===== src/rtl/mem_access_unit.sv =====
// Load/store sequencer in front of the MMU: word addressing, read latency, sub-word RMW.
// Optional MEM_ACCESS_STATS_EN adds saturating response counters.
module mem_access_unit #(
  parameter int unsigned READ_LATENCY       = 1,
  parameter logic [31:0] WORD_ADDRESS_LIMIT = 32'hff
) (
  input  logic        clock,
  input  logic        reset_n,
  input  logic        req_valid,
  output logic        req_ready,
  input  logic        req_write,
  input  logic [1:0]  req_size,
  input  logic        req_signed,
  input  logic [31:0] req_address,
  input  logic [31:0] req_wdata,
  output logic        resp_valid,
  input  logic        resp_ready,
  output logic [31:0] resp_rdata,
  output logic        resp_error,
  output logic [31:0] mmu_address,
  output logic        mmu_mode,
  output logic [31:0] mmu_wdata,
  input  logic [31:0] mmu_rdata
`ifdef MEM_ACCESS_STATS_EN
  ,
  output logic [15:0] stat_loads,
  output logic [15:0] stat_stores,
  output logic [15:0] stat_errors
`endif
);

  localparam logic [1:0] IDLE  = 2'd0;
  localparam logic [1:0] READ  = 2'd1;
  localparam logic [1:0] WRITE = 2'd2;
  localparam logic [1:0] RESP  = 2'd3;

  logic [1:0]  state;
  logic        lat_write;
  logic [1:0]  lat_size;
  logic        lat_signed;
  logic [1:0]  lat_lane;
  logic [31:0] lat_wdata;
  logic [2:0]  cnt;
  logic        bad;

  always_comb begin
    bad = 1'b0;
    unique case (1'b1)
      req_size == 2'd3:                         bad = 1'b1;
      req_size == 2'd1 && req_address[0]:       bad = 1'b1;
      req_size == 2'd2 && |req_address[1:0]:    bad = 1'b1;
      default:                                  bad = 1'b0;
    endcase
    if ({2'b00, req_address[31:2]} > WORD_ADDRESS_LIMIT)
      bad = 1'b1;
  end

  function automatic logic [31:0] extract(
    input logic [31:0] w,
    input logic [1:0]  sz,
    input logic [1:0]  ln,
    input logic        s
  );
    logic [7:0]  b;
    logic [15:0] h;
    b = 8'(w >> {ln, 3'b000});
    h = ln[1] ? w[31:16] : w[15:0];
    unique case (1'b1)
      sz == 2'd0: extract = {{24{s & b[7]}}, b};
      sz == 2'd1: extract = {{16{s & h[15]}}, h};
      default:    extract = w;
    endcase
  endfunction

  function automatic logic [31:0] merge(
    input logic [31:0] w,
    input logic [1:0]  sz,
    input logic [1:0]  ln,
    input logic [31:0] d
  );
    merge = w;
    if (sz == 2'd0)
      merge[{ln, 3'b000} +: 8] = d[7:0];
    else
      merge[{ln[1], 4'b0000} +: 16] = d[15:0];
  endfunction

  always_ff @(posedge clock or negedge reset_n) begin
    if (!reset_n) begin
      state       <= IDLE;
      req_ready   <= 1'b1;
      resp_valid  <= 1'b0;
      resp_rdata  <= '0;
      resp_error  <= 1'b0;
      mmu_address <= '0;
      mmu_mode    <= 1'b0;
      mmu_wdata   <= '0;
      lat_write   <= 1'b0;
      lat_size    <= '0;
      lat_signed  <= 1'b0;
      lat_lane    <= '0;
      lat_wdata   <= '0;
      cnt         <= '0;
    end else begin
      case (state)
        IDLE: begin
          if (req_valid) begin
            lat_write  <= req_write;
            lat_size   <= req_size;
            lat_signed <= req_signed;
            lat_lane   <= req_address[1:0];
            lat_wdata  <= req_wdata;
            cnt        <= '0;
            req_ready  <= 1'b0;
            if (bad) begin
              state      <= RESP;
              resp_valid <= 1'b1;
              resp_error <= 1'b1;
              resp_rdata <= '0;
            end else begin
              mmu_address <= {2'b00, req_address[31:2]};
              if (req_write && req_size == 2'd2) begin
                state     <= WRITE;
                mmu_mode  <= 1'b1;
                mmu_wdata <= req_wdata;
              end else begin
                state <= READ;
              end
            end
          end
        end
        READ: begin
          if (cnt == 3'(READ_LATENCY)) begin
            if (lat_write) begin
              state     <= WRITE;
              mmu_mode  <= 1'b1;
              mmu_wdata <= merge(mmu_rdata, lat_size, lat_lane, lat_wdata);
            end else begin
              state      <= RESP;
              resp_valid <= 1'b1;
              resp_error <= 1'b0;
              resp_rdata <= extract(mmu_rdata, lat_size, lat_lane, lat_signed);
            end
          end else begin
            cnt <= cnt + 3'd1;
          end
        end
        WRITE: begin
          mmu_mode   <= 1'b0;
          state      <= RESP;
          resp_valid <= 1'b1;
          resp_error <= 1'b0;
          resp_rdata <= '0;
        end
        default: begin
          if (resp_ready) begin
            state      <= IDLE;
            resp_valid <= 1'b0;
            resp_error <= 1'b0;
            resp_rdata <= '0;
            req_ready  <= 1'b1;
          end
        end
      endcase
    end
  end

`ifdef MEM_ACCESS_STATS_EN
  logic done;
  assign done = (state == RESP) && resp_ready;

  always_ff @(posedge clock or negedge reset_n) begin
    if (!reset_n) begin
      stat_loads  <= '0;
      stat_stores <= '0;
      stat_errors <= '0;
    end else if (done) begin
      if (resp_error) begin
        if (stat_errors != 16'hffff) stat_errors <= stat_errors + 16'd1;
      end else if (lat_write) begin
        if (stat_stores != 16'hffff) stat_stores <= stat_stores + 16'd1;
      end else begin
        if (stat_loads != 16'hffff) stat_loads <= stat_loads + 16'd1;
      end
    end
  end
`endif

endmodule


===== config.mk =====
export PLATFORM = sky130hd
export DESIGN_NAME = mem_access_unit
export DESIGN_NICKNAME = d
export VERILOG_FILES = /design/src/rtl/mem_access_unit.sv
export SDC_FILE = /design/constraint.sdc
export NUM_CORES = 1
export LEC_CHECK = 0
export CAP_MARGIN = 25
export CORE_MARGIN = 1.5
export CORE_UTILIZATION = 51
export DETAILED_ROUTE_END_ITERATION = 16
export PLACE_DENSITY = 0.94
export SYNTH_ARGS = -nofsm -noshare
export SYNTH_HDL_FRONTEND = slang
export SYNTH_SLANG_ARGS = --single-unit

===== constraint.sdc =====
create_clock -name clock -period 7.5 [get_ports clock]
set_clock_uncertainty 0.2 [all_clocks]
set_input_delay 1.5 -clock clock [delete_from_list [all_inputs] [get_ports clock]]
set_output_delay 1.5 -clock clock [all_outputs]
set_load 0.05 [all_outputs]

==> flow_summary.ini, run 1 <==
[min_path]
min_to = resp_rdata[25]
min_from = resp_rdata[25]
worst_hold_path.num_cells = 2
hp-class = flop to flop

[synthesis]
synth_area_um2 = 6600
ys_async_sr_fraction_pct = 100
synth-compound-area-share_pct = 17.7
ys_seq_area_share_pct = 47.4
synth_flop_cell = dfrtp_1
yosysWarnings = 0
synthCells = 622
synth-xor-area-share_pct = 0
yosys_register_bits = 125
synth-adder-area-share_pct = 2.09
synthSimpleGateAreaFrac_pct = 12.6
syn_avg_cell_area_um2 = 10.6
synth_top_family_by_area = compound AO/OA/AOI/OAI gates
synth_edf_count = 0
synth_cell_types = 53
synthMuxAreaShare_pct = 16.2

[grt]
grt-ovfl-total = 0
grt_max_degree = 79
grt_pass1_vias = 5920
grt_pass1_wl_mm = 32.1
grt_use_total_pct = 31.4
antenna_found_initial = 0

[detailed_routing]
wl_per_cell_um = 20.6
drtIter0Drc = 820
first_pass_iters = 8
via_per_inst = 6.00
detail-route-antenna-nets = 0
drc = 0
drt_wl_total_mm = 20.6
vias = 5985

[die]
pin_count = 204
die_h_um = 117
start_util_pct = 52.3
die-area_um2 = 13600
rows = 41
fp.dieW_um = 117
core_region_area_um2 = 12600

[setup_path]
crit_family = simple AND/OR/NAND/NOR gates
cp-start-kind = primary input
path_cells = clkdlybuf4s50_1 > nor4_1 > nand4_1 > o311ai_2 > or3_1 > o21ai_0
criticalPathCategory = primary input to flop
r2r_cells = 9
cp_num_buf_inv = 1
cp.required_ps = 7580
worstPathMaxFanout = 17
r2r-end = resp_rdata[22]
slowest_delay_ps = 940
ff2ff_setup_slack_ps = 4110
critPathArrivalTime_ps = 4500
r2r_start = state[1]
crit_slowest_cell = o311ai_2
crit_path_end_kind = flop

[pwr]
seq_power_share_pct = 26.2
sw_frac_of_total_pct = 46.3
leakagePower_nw = 4.02
irDropWorstVdd_v = 0.000310
pwr-share-clk_pct = 18.4
p_int_mw = 2.36
combinationalPowerShare_pct = 55.4
power.density_nw_per_um2 = 472
switchingPower_mw = 2.03

[clock_tree]
cts_buffer_depth = 2
path_clk_slew_ps = 50
ctsHtreeMaxLevel = 4
cts_resized = 0
clockRootBuffer = clkbuf_16
clkLatencyLatePin_ps = 430
cts_setup_buffers = 0
ctsHoldBuffers = 0
cts_buffers = 17
clock-sinks = 125
tritoncts = built

[layout]
drive_gt1_share_pct = 17.3
fillCellCount = 848
antenna_cells = 0
multiInputGateArea_um2 = 3230
fin_nets = 927
seq_area_um2 = 3130
synthToLayoutAreaGrowth_pct = 41.2
final-instance-count-excl-fill = 997

[placement]
gp_congestion = 0.974
port_buffers = 201
place.detailed.hpwl_mm = 14.3
dp.cells = 964

[run_status]
outcome = finished clean

[timing]
tightest_slew_ps = 1010
relSlewSlack_pct = 32.2
fmax_mhz = 226
tns_ps = 0
rsz0062_at_grt = no
fin_crit_ps = 4430
maxSlewViolCount = 0
finalCritPeriodShare_pct = 59.0
hold_violations = 0
final-setup-viol-count = 0

[flow_run]
drv_cap = 0
==> worst reg2reg max path, cell delays in order (launching register included) <==
cell      delay [ps]
dfrtp_1          400
inv_1            120
ha_1             150
buf_4            390
inv_1             90
buf_4            270
nor2_1           280
o311ai_2         360
or3_1            760
o21ai_0          270
==> synth_stat cells (all sizes together) (2+ instances only) <==
library cell	instances	area share, %
clkinv	2	0.11
a211oi	2	0.42
o221ai	2	0.27
dfrtp	124	47
a22oi	2	0.23
mux2i	3	0.46
buf	19	1.9
o311ai	2	0.49
inv	12	0.68
a221oi	32	4.2
nor2b	26	2.5
or3	2	0.19
nand3b	2	0.23
clkbuf	22	1.3
o2bb2ai	16	2.1
nand2	60	3.4
nand2b	2	0.30
nor4	8	0.85
o211ai	2	0.30
nor2	70	4.0
nand3	2	0.15
o31ai	3	0.34
mux2	80	15
o21ai	74	6.2
a21oi	7	0.53
o22ai	7	0.66
ha	11	2.1
a32oi	7	0.93
a211o	3	0.40
nor3	7	0.53
==> final cells by class <==
cell class	count	area share (%)
multi-input combinational	443	34.7
sequential	125	33.6
timing repair buffer	211	22.6
clock buffer	21	4.94
tap	172	2.31
clock inverter	11	1.26
inverter	14	0.564
==> routing by layer <==
metal | track usage [%] | vias to the layer above | share of wire (%)
met5 | 0 | - | 0
met4 | 12.4 | 0 | 3.2
met3 | 9.91 | 72 | 12
met2 | 48.7 | 421 | 46
met1 | 41.4 | 2855 | 39
li1 | - | 2637 | -
==> layout by cell type (no fill, tap or decap), types with 3 or more instances in the layout <==
| cell type | Yosys | final |
|---|---|---|
| a32oi_1 | 7 | 7 |
| o21ai_0 | 61 | 61 |
| nand2_1 | 60 | 60 |
| nor3_1 | 7 | 6 |
| buf_4 | 4 | 9 |
| a221oi_1 | 32 | 32 |
| nor2_1 | 69 | 69 |
| nor4_1 | 7 | 7 |
| mux2_2 | 50 | 50 |
| a211o_1 | 3 | 3 |
| clkbuf_16 | 0 | 17 |
| o21ai_2 | 10 | 9 |
| o2bb2ai_1 | 16 | 16 |
| a21oi_1 | 7 | 7 |
| o22ai_1 | 7 | 7 |
| nor2b_1 | 26 | 26 |
| o21ai_1 | 3 | 3 |
| clkinv_2 | 0 | 5 |
| o31ai_1 | 3 | 3 |
| mux2_4 | 30 | 30 |
| dfrtp_1 | 124 | 124 |
| mux2i_1 | 3 | 3 |
| clkdlybuf4s50_1 | 0 | 200 |
| ha_1 | 11 | 11 |
| inv_1 | 12 | 12 |
==> sequential cells by signal, summed over array words and instances, names as in the netlist <==
signal / count
mmu_wdata: 32
lat_signed: 1
cnt: 3
mmu_mode: 1
lat_write: 1
mmu_address: 30
lat_wdata: 16
resp_error: 1
req_ready: 1
resp_rdata: 32
lat_size: 2
resp_valid: 1
lat_lane: 2
state: 2
==> cells by family (layout without fill, tap and decap cells) <==
| kind of cell | count (synthesis) | count (layout) |
|---|---|---|
| DFF | 125 | 125 |
| buffers and inverters | 55 | 257 |
| muxes | 84 | 84 |
| and+or+nand+nor | 183 | 183 |
| AOI/OAI and AO/OA | 163 | 163 |
| adders and majority gates | 11 | 11 |
| other | 1 | 2 |
==> worst max path at each step <==
stage | start | to | slack (ps) | cells past startpoint
after global placement | req_address[13] | resp_rdata[21] | 2850 | 6
after floorplan | req_address[13] | resp_rdata[16] | 4200 | 7
after CTS | req_address[31] | resp_rdata[22] | 3110 | 6
after global routing | req_address[31] | resp_rdata[20] | 2850 | 6
after detailed placement | req_address[31] | resp_rdata[22] | 2660 | 6
final | req_address[31] | resp_rdata[22] | 3070 | 6
==> power by group through the flow <==
stage	logic, mW	registers (mW)	clock network, mW
6_report	2.43	1.15	0.808
5_1_grt	2.58	1.18	0.844
4_1_cts	2.41	1.14	0.814
3_5_place_dp	2.38	1.14	0
3_3_place_gp	2.33	1.13	0
2_1_floorplan	1.13	1.68	0
==> metrics by stage <==
stage                     utilization, %  instance area [µm²]  power, mW  hold WS, ps  setup slack (ps)
after floorplan                        -                 6600       2.81          292              4200
after global placement              68.9                 8700       3.47          263              2850
final                               73.8                 9310       4.39          284              3070
after global routing                73.8                 9310       4.60          302              2850
after detailed placement            69.0                 8710       3.52          274              2660
after CTS                           73.6                 9280       4.36          286              3110
Power figures use the tool's default switching activity.
==> inputs of run 2 (changes only) <==
CORE_UTILIZATION = 43   (was 51)
PLACE_DENSITY = 0.86   (was 0.94)
clock period = 3.69 ns   (was 7.5 ns; I/O delays follow)
==> run 2 against run 1 <==
Global-route usage down 6.7 points. Worst setup slack worse by 2300 ps. Sequential share of layout area down 0.22 points. Critical path depth unchanged. Via count down 3.0%.
==> flow_summary.ini, run 2 (synthesis gave the netlist of run 1 again) <==
[setup_path]
cp-start-kind = primary input
slowest_delay_ps = 610
critPathArrivalTime_ps = 3010
crit_path_end_kind = flop
path_cells = clkdlybuf4s50_1 > nor4_1 > nand4_1 > o311ai_2 > or3_1 > o21ai_0
worstPathMaxFanout = 16
crit_family = simple AND/OR/NAND/NOR gates
crit_slowest_cell = or3_1
cp_num_buf_inv = 1
criticalPathCategory = primary input to flop
ff2ff_setup_slack_ps = 810
cp.required_ps = 3750

[pwr]
switchingPower_mw = 4.09
seq_power_share_pct = 26.2
pwr-share-clk_pct = 18.8
combinationalPowerShare_pct = 55.0
irDropWorstVdd_v = 0.000415
sw_frac_of_total_pct = 45.9
p_int_mw = 4.82
power.density_nw_per_um2 = 951
leakagePower_nw = 4.02
totalPowerFinal_mw = 8.91

[detailed_routing]
wl_per_cell_um = 19.2
vias = 5806
via_per_inst = 5.72
drc = 0
detail-route-antenna-nets = 0
drtIter0Drc = 423
drt_wl_total_mm = 19.5
first_pass_iters = 6

[clock_tree]
ctsHtreeMaxLevel = 4
cts_buffer_depth = 2
ctsHoldBuffers = 0
clockRootBuffer = clkbuf_16
cts_resized = 0
path_clk_slew_ps = 60
cts_buffers = 17
cts_setup_buffers = 0
tritoncts = built
clkLatencyLatePin_ps = 420
clock-sinks = 125

[timing]
finalCritPeriodShare_pct = 79.9
tns_ps = 0
fin_ws_ps = 740
final-setup-viol-count = 0
tightest_slew_ps = 922
hold_violations = 0
fmax_mhz = 339
maxSlewViolCount = 0
rsz0062_at_grt = no
fin_crit_ps = 2950
relSlewSlack_pct = 38.0

[placement]
place.detailed.hpwl_mm = 14.1
dp.cells = 983
gp_congestion = 0.933
dp_slack_ps = 280
port_buffers = 201

[layout]
final-instance-count-excl-fill = 1015
post-route-util_pct = 62.1
synthToLayoutAreaGrowth_pct = 42.1
drive_gt1_share_pct = 17.7
mostFrequentLayoutCell = clkdlybuf4s50_1
fin_nets = 929
reg_top3 = mmu_wdata x32, resp_rdata x32, mmu_address x30
final_cell_mix = clkdlybuf4s50_1 (200), dfrtp_1 (124), nor2_1 (69), o21ai_0 (61), nand2_1 (60)
antenna_cells = 0

[die]
die_h_um = 127
start_util_pct = 43.7
rows = 45
core_region_area_um2 = 15100
fp.dieW_um = 127
pin_count = 204
die-area_um2 = 16100

[flow_run]
drv_cap = 0

[grt]
grt_pass1_vias = 5811
grt_pass1_wl_mm = 30.6
antenna_found_initial = 0
grt-ovfl-total = 0
grt_use_total_pct = 24.7
grt_max_degree = 80

[run_status]
outcome = finished clean

[min_path]
hp-class = primary input to async pin
## run 2: cell count changes in the layout (fill, tap and decap cells not counted), sizes merged
| cell | change |
|---|---|
| clkbuf | -1 |
| clkinv | -3 |
| buf | +2 |
| clkinvlp | +4 |
## run 2: power groups by stage
stage	Combinational, mW	Sequential [mW]	Clock [mW]
2_1_floorplan	2.30	3.41	0
3_3_place_gp	4.79	2.31	0
3_5_place_dp	4.85	2.34	0
4_1_cts	4.88	2.33	1.70
5_1_grt	5.19	2.40	1.77
6_report	4.91	2.33	1.68
## run 2: path summary, 6_finish.rpt
check	startpoint	endpoint	depth (start not counted)
worst max-delay path	req_address[31]	resp_rdata[25]	6
worst min-delay path	reset_n	mmu_wdata[4]	1
worst max register to register	state[1]	resp_rdata[25]	7
worst min register to register	resp_rdata[15]	resp_rdata[15]	2
max in group asynchronous	reset_n	req_ready	2
min in group clock	resp_rdata[15]	resp_rdata[15]	2
## run 2: final cells by class
| cell class | count | area [µm²] |
|---|---|---|
| clock buffers | 20 | 457 |
| flip-flops and latches | 125 | 3130 |
| fillers | 1192 | 5720 |
| clock inverters | 12 | 140 |
| inverters | 14 | 52.6 |
| well taps | 188 | 235 |
| multi-input cells | 443 | 3230 |
| repair buffers | 213 | 2120 |
## run 2: layer usage
layer	vias to the layer above	global-route usage (%)	share of wire [%]
met5	-	0	0
met4	0	11.5	3.4
met3	60	8.65	9.7
met2	330	37.3	44
met1	2775	31.9	43
li1	2641	-	-
## run 2: per-stage QoR
stage	instance area, µm²	hold WS (ps)
finish	9370	127
global route	9370	166
CTS	9370	140
detailed placement	8780	266
global placement	8780	259
floorplan	6600	242
